## src/rtl/oam_dma_pkg.sv

```systemverilog
// oam_dma_pkg: shared DMA state encoding and CPU bus map constants.
package oam_dma_pkg;
   typedef enum logic [2:0] {DMA_IDLE, DMA_HALT, DMA_ALIGN, DMA_READ, DMA_WRITE} dma_state_e;
   localparam logic [15:0] OAM_DMA_REG  = 16'h4014;
   localparam logic [15:0] OAM_DATA_REG = 16'h2004;
   localparam logic [15:0] NMI_VECTOR   = 16'hFFFA;
   localparam logic [15:0] RESET_VECTOR = 16'hFFFC;
   localparam logic [15:0] IRQ_VECTOR   = 16'hFFFE;
endpackage

```

## src/rtl/oam_dma_cpu_bus_mux.sv

```systemverilog
// cpu_bus_mux: selects CPU pass-through or DMA-driven bus signals by DMA state.
module cpu_bus_mux
   import oam_dma_pkg::*;
(
   input  dma_state_e  state,
   input  logic [15:0] cpu_addr,
   input  logic        cpu_read,
   input  logic        cpu_write,
   input  logic [7:0]  cpu_dout,
   input  logic [15:0] dma_addr,
   input  logic [7:0]  data,
   output logic [15:0] bus_addr,
   output logic        bus_read,
   output logic        bus_write,
   output logic [7:0]  bus_dout
);
   logic idle;
   assign idle = state == DMA_IDLE;
   always_comb begin
      bus_addr  = idle ? cpu_addr : state == DMA_READ ? dma_addr : state == DMA_WRITE ? OAM_DATA_REG : cpu_addr;
      bus_read  = idle ? cpu_read : state == DMA_READ;
      bus_write = idle ? cpu_write : state != DMA_WRITE;
      bus_dout  = idle ? cpu_dout : data;
   end
endmodule

```

## src/rtl/oam_dma.sv

```systemverilog
// oam_dma: NES sprite OAM DMA, copies page $XX00-$XXFF to $2004 on a write to $4014.
// Define OAM_DMA_ALIGN_EN to add the get/put phase and the extra ALIGN cycle.
module oam_dma
   import oam_dma_pkg::*;
(
   input  logic        clk,
   input  logic        rst_n,
   input  logic [15:0] cpu_addr,
   input  logic        cpu_read,
   input  logic        cpu_write,
   input  logic [7:0]  cpu_dout,
   input  logic [7:0]  bus_din,
   output logic        stall,
   output logic [15:0] bus_addr,
   output logic        bus_read,
   output logic        bus_write,
   output logic [7:0]  bus_dout,
   output logic        dma_busy
);
   dma_state_e state;
   logic [7:0] page, idx, data;
`ifdef OAM_DMA_ALIGN_EN
   logic phase;
   always_ff @(posedge clk) phase <= rst_n ? ~phase : 1'b0;
`endif
   always_ff @(posedge clk) begin
      if (!rst_n) begin
         state <= DMA_IDLE;
         page  <= 8'd0;
         idx   <= 8'd0;
         data  <= 8'd0;
      end else begin
         case (state)
            DMA_IDLE:
               if (!cpu_write && cpu_addr == OAM_DMA_REG) begin
                  page  <= cpu_dout;
                  idx   <= 8'd0;
                  state <= DMA_HALT;
               end
`ifdef OAM_DMA_ALIGN_EN
            DMA_HALT:  state <= phase ? DMA_ALIGN : DMA_READ;
            DMA_ALIGN: state <= DMA_READ;
`else
            DMA_HALT:  state <= DMA_READ;
`endif
            DMA_READ: begin
               data  <= bus_din;
               state <= DMA_WRITE;
            end
            DMA_WRITE: begin
               idx   <= idx + 8'd1;
               state <= idx == 8'hFF ? DMA_IDLE : DMA_READ;
            end
            default: state <= DMA_IDLE;
         endcase
      end
   end
   assign stall    = state != DMA_IDLE;
   assign dma_busy = state != DMA_IDLE;
   cpu_bus_mux u_mux (
      .state    (state),
      .cpu_addr (cpu_addr),
      .cpu_read (cpu_read),
      .cpu_write(cpu_write),
      .cpu_dout (cpu_dout),
      .dma_addr ({page, idx}),
      .data     (data),
      .bus_addr (bus_addr),
      .bus_read (bus_read),
      .bus_write(bus_write),
      .bus_dout (bus_dout)
   );
endmodule

```

## config.mk

```make
export PLATFORM = sky130hd
export DESIGN_NAME = oam_dma
export DESIGN_NICKNAME = d
export VERILOG_FILES = /design/src/rtl/oam_dma_pkg.sv /design/src/rtl/oam_dma_cpu_bus_mux.sv /design/src/rtl/oam_dma.sv
export SDC_FILE = /design/constraint.sdc
export NUM_CORES = 1
export LEC_CHECK = 0
export ABC_AREA = 1
export CORE_MARGIN = 2
export CORE_UTILIZATION = 35
export CTS_BUF_LIST = sky130_fd_sc_hd__clkbuf_8
export CTS_CLUSTER_DIAMETER = 40
export CTS_CLUSTER_SIZE = 12
export DETAILED_ROUTE_END_ITERATION = 12
export PLACE_DENSITY = 0.72
export SETUP_SLACK_MARGIN = 0.15
export SYNTH_ARGS = -nofsm -noshare
export SYNTH_HDL_FRONTEND = slang
export SYNTH_HIERARCHICAL = 1
export SYNTH_SLANG_ARGS = --single-unit
```

## constraint.sdc

```tcl
create_clock -name clk -period 1.38 [get_ports clk]
set_input_delay 0.138 -clock clk [delete_from_list [all_inputs] [get_ports clk]]
set_output_delay 0.138 -clock clk [all_outputs]
set_load 0.01 [all_outputs]
```

### After elaboration in Yosys (flattened, before gate mapping)

Cells that the tools add are included.

| operators by class | value |
|---|---|
| add/subtract/negate cells | 1 |
| equality and inequality tests | 7 |
| muxes and demuxes | 11 |
| reductions and logical operators | 7 |

Operators with widths:

| operator | count |
|---|---|
| $mux W16 | 3 |
| $eq A16 B15 Y1 const B | 1 |
| $mux W8 | 2 |
| $pmux W8 S2 | 1 |
| $pmux W3 S4 | 1 |
| $add A8 B1 Y8 const B | 1 |
| $eq A8 B8 Y1 const B | 1 |
| $reduce_and A2 Y1 | 2 |
| $eq A3 B1 Y1 const B | 1 |
| $eq A3 B2 Y1 const B | 1 |
| $eq A3 B3 Y1 const B | 1 |
| $logic_not A3 Y1 | 1 |
| $mux W3 | 1 |
| $ne A3 B3 Y1 const B | 1 |
| $reduce_bool A3 Y1 | 1 |
| $mux W1 | 2 |
| $mux W2 | 1 |
| $ne A2 B2 Y1 const B | 1 |
| $reduce_bool A2 Y1 | 1 |
| $logic_and A1 B1 Y1 | 1 |
| $logic_not A1 Y1 | 1 |

| word-level totals | value |
|---|---|
| register bits after elaboration | 27 |
| bits of input ports | 36 |
| output and inout bits | 28 |

### Longest topological paths before layout

| depth | value |
|---|---|
| depth in word-level cells | 4 |
| depth in mapped cells | 9 |
| depth with buffers taken out | 9 |

### Cells and area by module

Netlist, hierarchy kept.

Modules (own cells, without submodules):

| module | instances | cells an instance | area an instance (sq um) | sequential area each (sq um) |
|---|---|---|---|---|
| oam_dma | 1 | 180 | 1268.7 | 540.5 |
| cpu_bus_mux | 1 | 94 | 533.0 | 0.0 |

### Worst setup path after synthesis

Ideal clock, no wire load.

| path | value |
|---|---|
| path kind | register to register |
| start point | reg state[0] |
| end point | reg idx[4] |
| library setup time | 123 ps |
| data arrival time | 1141 ps |
| data required time | 1257 ps |
| slack | 116 ps |
| stages on the path, launching flop included | 7 |
| buffers on the path | 1 |
| period minus slack after synthesis | 1264 ps |
| path through | dfxtp_1 -> or2_4 -> nor2_4 -> nand4_4 -> buf_2 -> nand3_1 -> a21oi_1 |

| on the way | value |
|---|---|
| cells in the longest elaborated chain, start to end | 3 |
| elaborated cells between the ends (all ways) | 6 |
| classes of those cells | eq/ne (2); mux (1); reduce/logical (3) |

RTL lines:

| what | RTL line | source |
|---|---|---|
| start: declaration | oam_dma.sv:20 | `dma_state_e state;` |
| start signal: assignment | oam_dma.sv:52 | `state <= idx == 8'hFF ? DMA_IDLE : DMA_READ;` |
| $eq A3 B3 Y1 or $logic_not A3 Y1 (tied branches) | oam_dma.sv:33 | `case (state)` |
| $reduce_bool A2 Y1 (no source line) or $ne A2 B2 Y1 (tied branches) | n/a |  |
| $reduce_and A2 Y1 (no source line) | n/a |  |
| end signal: assignment | oam_dma.sv:51 | `idx <= idx + 8'd1;` |
| end: declaration | oam_dma.sv:21 | `logic [7:0] page, idx, data;` |

Several ways; a longest one is shown, not always the timed one.
A chain may end at the register's enable or synchronous reset.

### Worst setup path in the final report

| path | value |
|---|---|
| start point | reg state[1] |
| end point | reg page[4] |

| on the way | value |
|---|---|
| cells in the longest elaborated chain, start to end | 2 |

RTL lines:

| what | RTL line | source |
|---|---|---|
| $logic_not A3 Y1 | oam_dma.sv:33 |  |
| $reduce_and A2 Y1 (no source line) | n/a |  |
| end signal: assignment | oam_dma.sv:36 | `page <= cpu_dout;` |
| end: declaration | oam_dma.sv:21 |  |

No other way between the ends.

==> metrics.md <==
| Metric | Value |
|---|---|
| DP HPWL | 3921 um |
| Worst endpoint required time | 1.59 ns |
| Startpoint Class | flip-flop |
| Rows | 26 |
| CP max stage delay | 0.37 ns |
| Core area | 5042 um2 |
| Fill cells | 440 |
| Yosys Warn Count | 6 |
| Status | finished with violations |
| Post-synthesis async set-or-reset flop share | 0% |
| Htree depth | 1 |
| Diodes inserted | 0 |
| # placed instances | 427 |
| Tot Pwr | 0.001538 W |
| CTS tree | built |
| First-pass GRT wire length | 8838 um |
| Critical-path cell list | buf_6 > or2_4 > nor2_4 > buf_6 > nand4_4 > clkbuf_16 > nand2_1 > nand2_1 > nor2_1 |
| Grt ovf | 0 |
| Max Slew Vio Count | 0 |
| First-pass iteration count of the detailed router | 4 |
| RSZ-0062 raised after global routing | true |
| Top fanout value on the critical path | 11 |
| Final Non-Filler Cells | 448 |
| Slew headroom | 74.35% |
| Max-cap viol count | 0 |
| Worst-skew pair later-pin latency | 0.28 ns |
| Initial Utilization | 35.73% |
| Worst VDD drop | 518.1 uV |
| Clk pin slew, worst setup/hold paths | 0.10 ns |
| Synth unique cells | 29 |
| Die extent in y | 75.75 um |
| Ys flop type | dfxtp_1 |
| Post-synth EDFFs | 0 |
| WL final | 6371 um |
| # DRC | 0 |
| Routed Antenna Nets | 0 |
| Post-Synthesis Cells | 274 |
| Cell Area, Synth | 1802 um2 |
| Proportion of synthesized chip area in sequential cells | 30.00% |
| Pwr dens | 492.6 nW/um2 |
| Initial antenna violation count | 0 |
| Layout Skew | 0.001958 ns |
| Clock Tree Buf Depth | 2 |
| Most common cell in the netlist | nand2_1 |
| Net Count, Synth | 311 |
| Count of final setup violators | 52 |
| Failing checks | negative setup slack |
| Vias per inst | 4.955 |
| Share of layout cells above drive strength 1 | 40.48% |
| Post-synth top cells | 72 x nand2_1, 45 x nor2_1, 27 x dfxtp_1, 26 x nand3_1, 21 x inv_1 |
| Endpoints failing hold | 0 |
| Buffers on Ports | 63 |
| Die Wd | 75.75 um |
| Synthesized area per cell | 6.576 um2 |
| Fin nets | 416 |
| Slowest CP cell | dfxtp_4 |
| Via count | 2220 |
| Data arrival, critical path | 1.82 ns |
| Initial DRC count | 131 |
| Period minus WS final | 1.608 ns |
| Hold_ws | 0.4544 ns |
| Worst-margin pin slew | 0.3817 ns |
| Hold crit path type | primary input to flip-flop |
| Worst setup EP type | flip-flop |
| Area Growth Syn to Fin | 73.26% |
| I/O pin count | 64 |
| CTS buffer count | 3 |
| Setup WS post-layout | -0.2275 ns |
| Period Utilization, post-route | 116.5% |
| Kind of critical path | flip-flop to flip-flop |
| Root buffer cell | clkbuf_8 |
| RePlAce Congestion | 0.8971 |
| DR WL/cell | 14.22 um |
| Vias in the first global route | 2011 |
| GRT Resource Usage Total | 19.66% |
| Die area | 5738 um2 |
| Max Clock Freq | 622.1 MHz |
| Largest net degree at the start of global routing | 23 |
| Largest cells by area after synthesis | dfxtp_1 30%, nand2_1 15%, nor2_1 9.4% |
| Top cell type's share of synthesized area | 30.00% |
| Leakage Power | 1.428 nW |
| Sink Count | 27 |
| Yosys reg bits | 27 |
| Leading area contributor after synthesis | dfxtp_1 |
-- flip-flops by register name (all words and copies together) (netlist names) --
name	flops
data	8
idx	8
page	8
state	3
-- worst max-delay path, delay by kind of cell, from the launching register on --
| kind | cells | cell delay [ns] |
|---|---|---|
| buffers and inverters | 3 | 0.45 |
| and+or+nand+nor | 6 | 0.71 |
| DFF | 1 | 0.37 |
-- metrics by stage --
step                      util [%]  cell area (um2)  setup WS (ns)  TNS, ns
after floorplan                  -             1810         0.1492        0
after CTS                    57.12             2880        -0.1634   -4.295
after global routing         61.91             3122        -0.2856   -10.69
final                        61.91             3122        -0.2275   -7.271
after detailed placement     53.25             2685        -0.2731   -9.826
after global placement       53.25             2685        -0.2218   -8.489
-- worst paths after layout --
kind	cells after the start	end	startpoint	slack, ns
setup reg to reg	9	page[4]	state[1]	-0.23
setup / recovery	9	page[4]	state[1]	-0.23
hold reg to reg	2	data[4]	data[4]	0.48
hold / removal	3	data[0]	bus_din[0]	0.45
-- layout by cell type (no fill, tap or decap), types with 2 or more instances in the layout --
cell type / count
nand2_1: 53
nor2_1: 35
clkdlybuf4s50_1: 35
buf_4: 31
buf_2: 22
dfxtp_1: 21
inv_1: 18
nand4_1: 18
nand3_1: 18
buf_6: 17
nand2_2: 16
nand3_2: 14
nor2_2: 10
o21ai_1: 8
o21ai_0: 5
a21oi_2: 4
dfxtp_4: 4
buf_12: 4
clkinvlp_4: 3
nor3_1: 3
nand3b_1: 3
a21oi_1: 3
clkbuf_8: 3
nand2_8: 3
nor2_8: 2
o21bai_1: 2
nand3_4: 2
clkbuf_16: 2
dfxtp_2: 2
nand2_4: 2
-- kinds of logic (layout without fill, tap and decap cells) --
group                      Yosys count  in the layout  share of synthesized area [%]
AOI/OAI and AO/OA                   25             25                          7.361
adders and majority gates            1              1                         0.6943
and+or+nand+nor                    184            185                          51.32
DFF                                 27             27                          30.00
buffers and inverters               37            140                          10.62
-- per-layer routing --
layer / up-vias / global-route usage, % / part of all wire (%)
met4: 0 / 5.068 / 0.71
met1: 1033 / 24.62 / 42
met5: - / 0 / 0
met2: 73 / 35.82 / 53
met3: 5 / 1.852 / 5.1
li1: 1109 / - / -
-- area by class of cell --
cell class | count | area, um2 | share of cell area [%]
Clock buffer | 3 | 41.29 | 1.323
Clock inverter | 1 | 7.507 | 0.2405
Inverter | 23 | 101.3 | 3.246
Multi-Input combinational cell | 211 | 1285 | 41.16
Sequential cell | 27 | 558.0 | 17.88
Tap cell | 70 | 87.58 | 2.806
Timing Repair Buffer | 113 | 1041 | 33.35
-- timing repair --
action | 4_1_cts | 5_1_grt
pin swaps | 9 | 9
setup endpoints to repair | 54 | 54
hold buffers | 0 | 0
gates resized for setup | 167 | 40
buffers inserted | 8 | 5
cloned | 2 | 2
-- power breakdown --
part,total [W],switching [W],internal [W]
clock,0.000466,0.000261,0.000205
combinational,0.000302,0.000124,0.000177
sequential,0.000770,0.0000000102,0.000770
total,0.00154,0.000385,0.00115
Power figures use the tool's default switching activity.
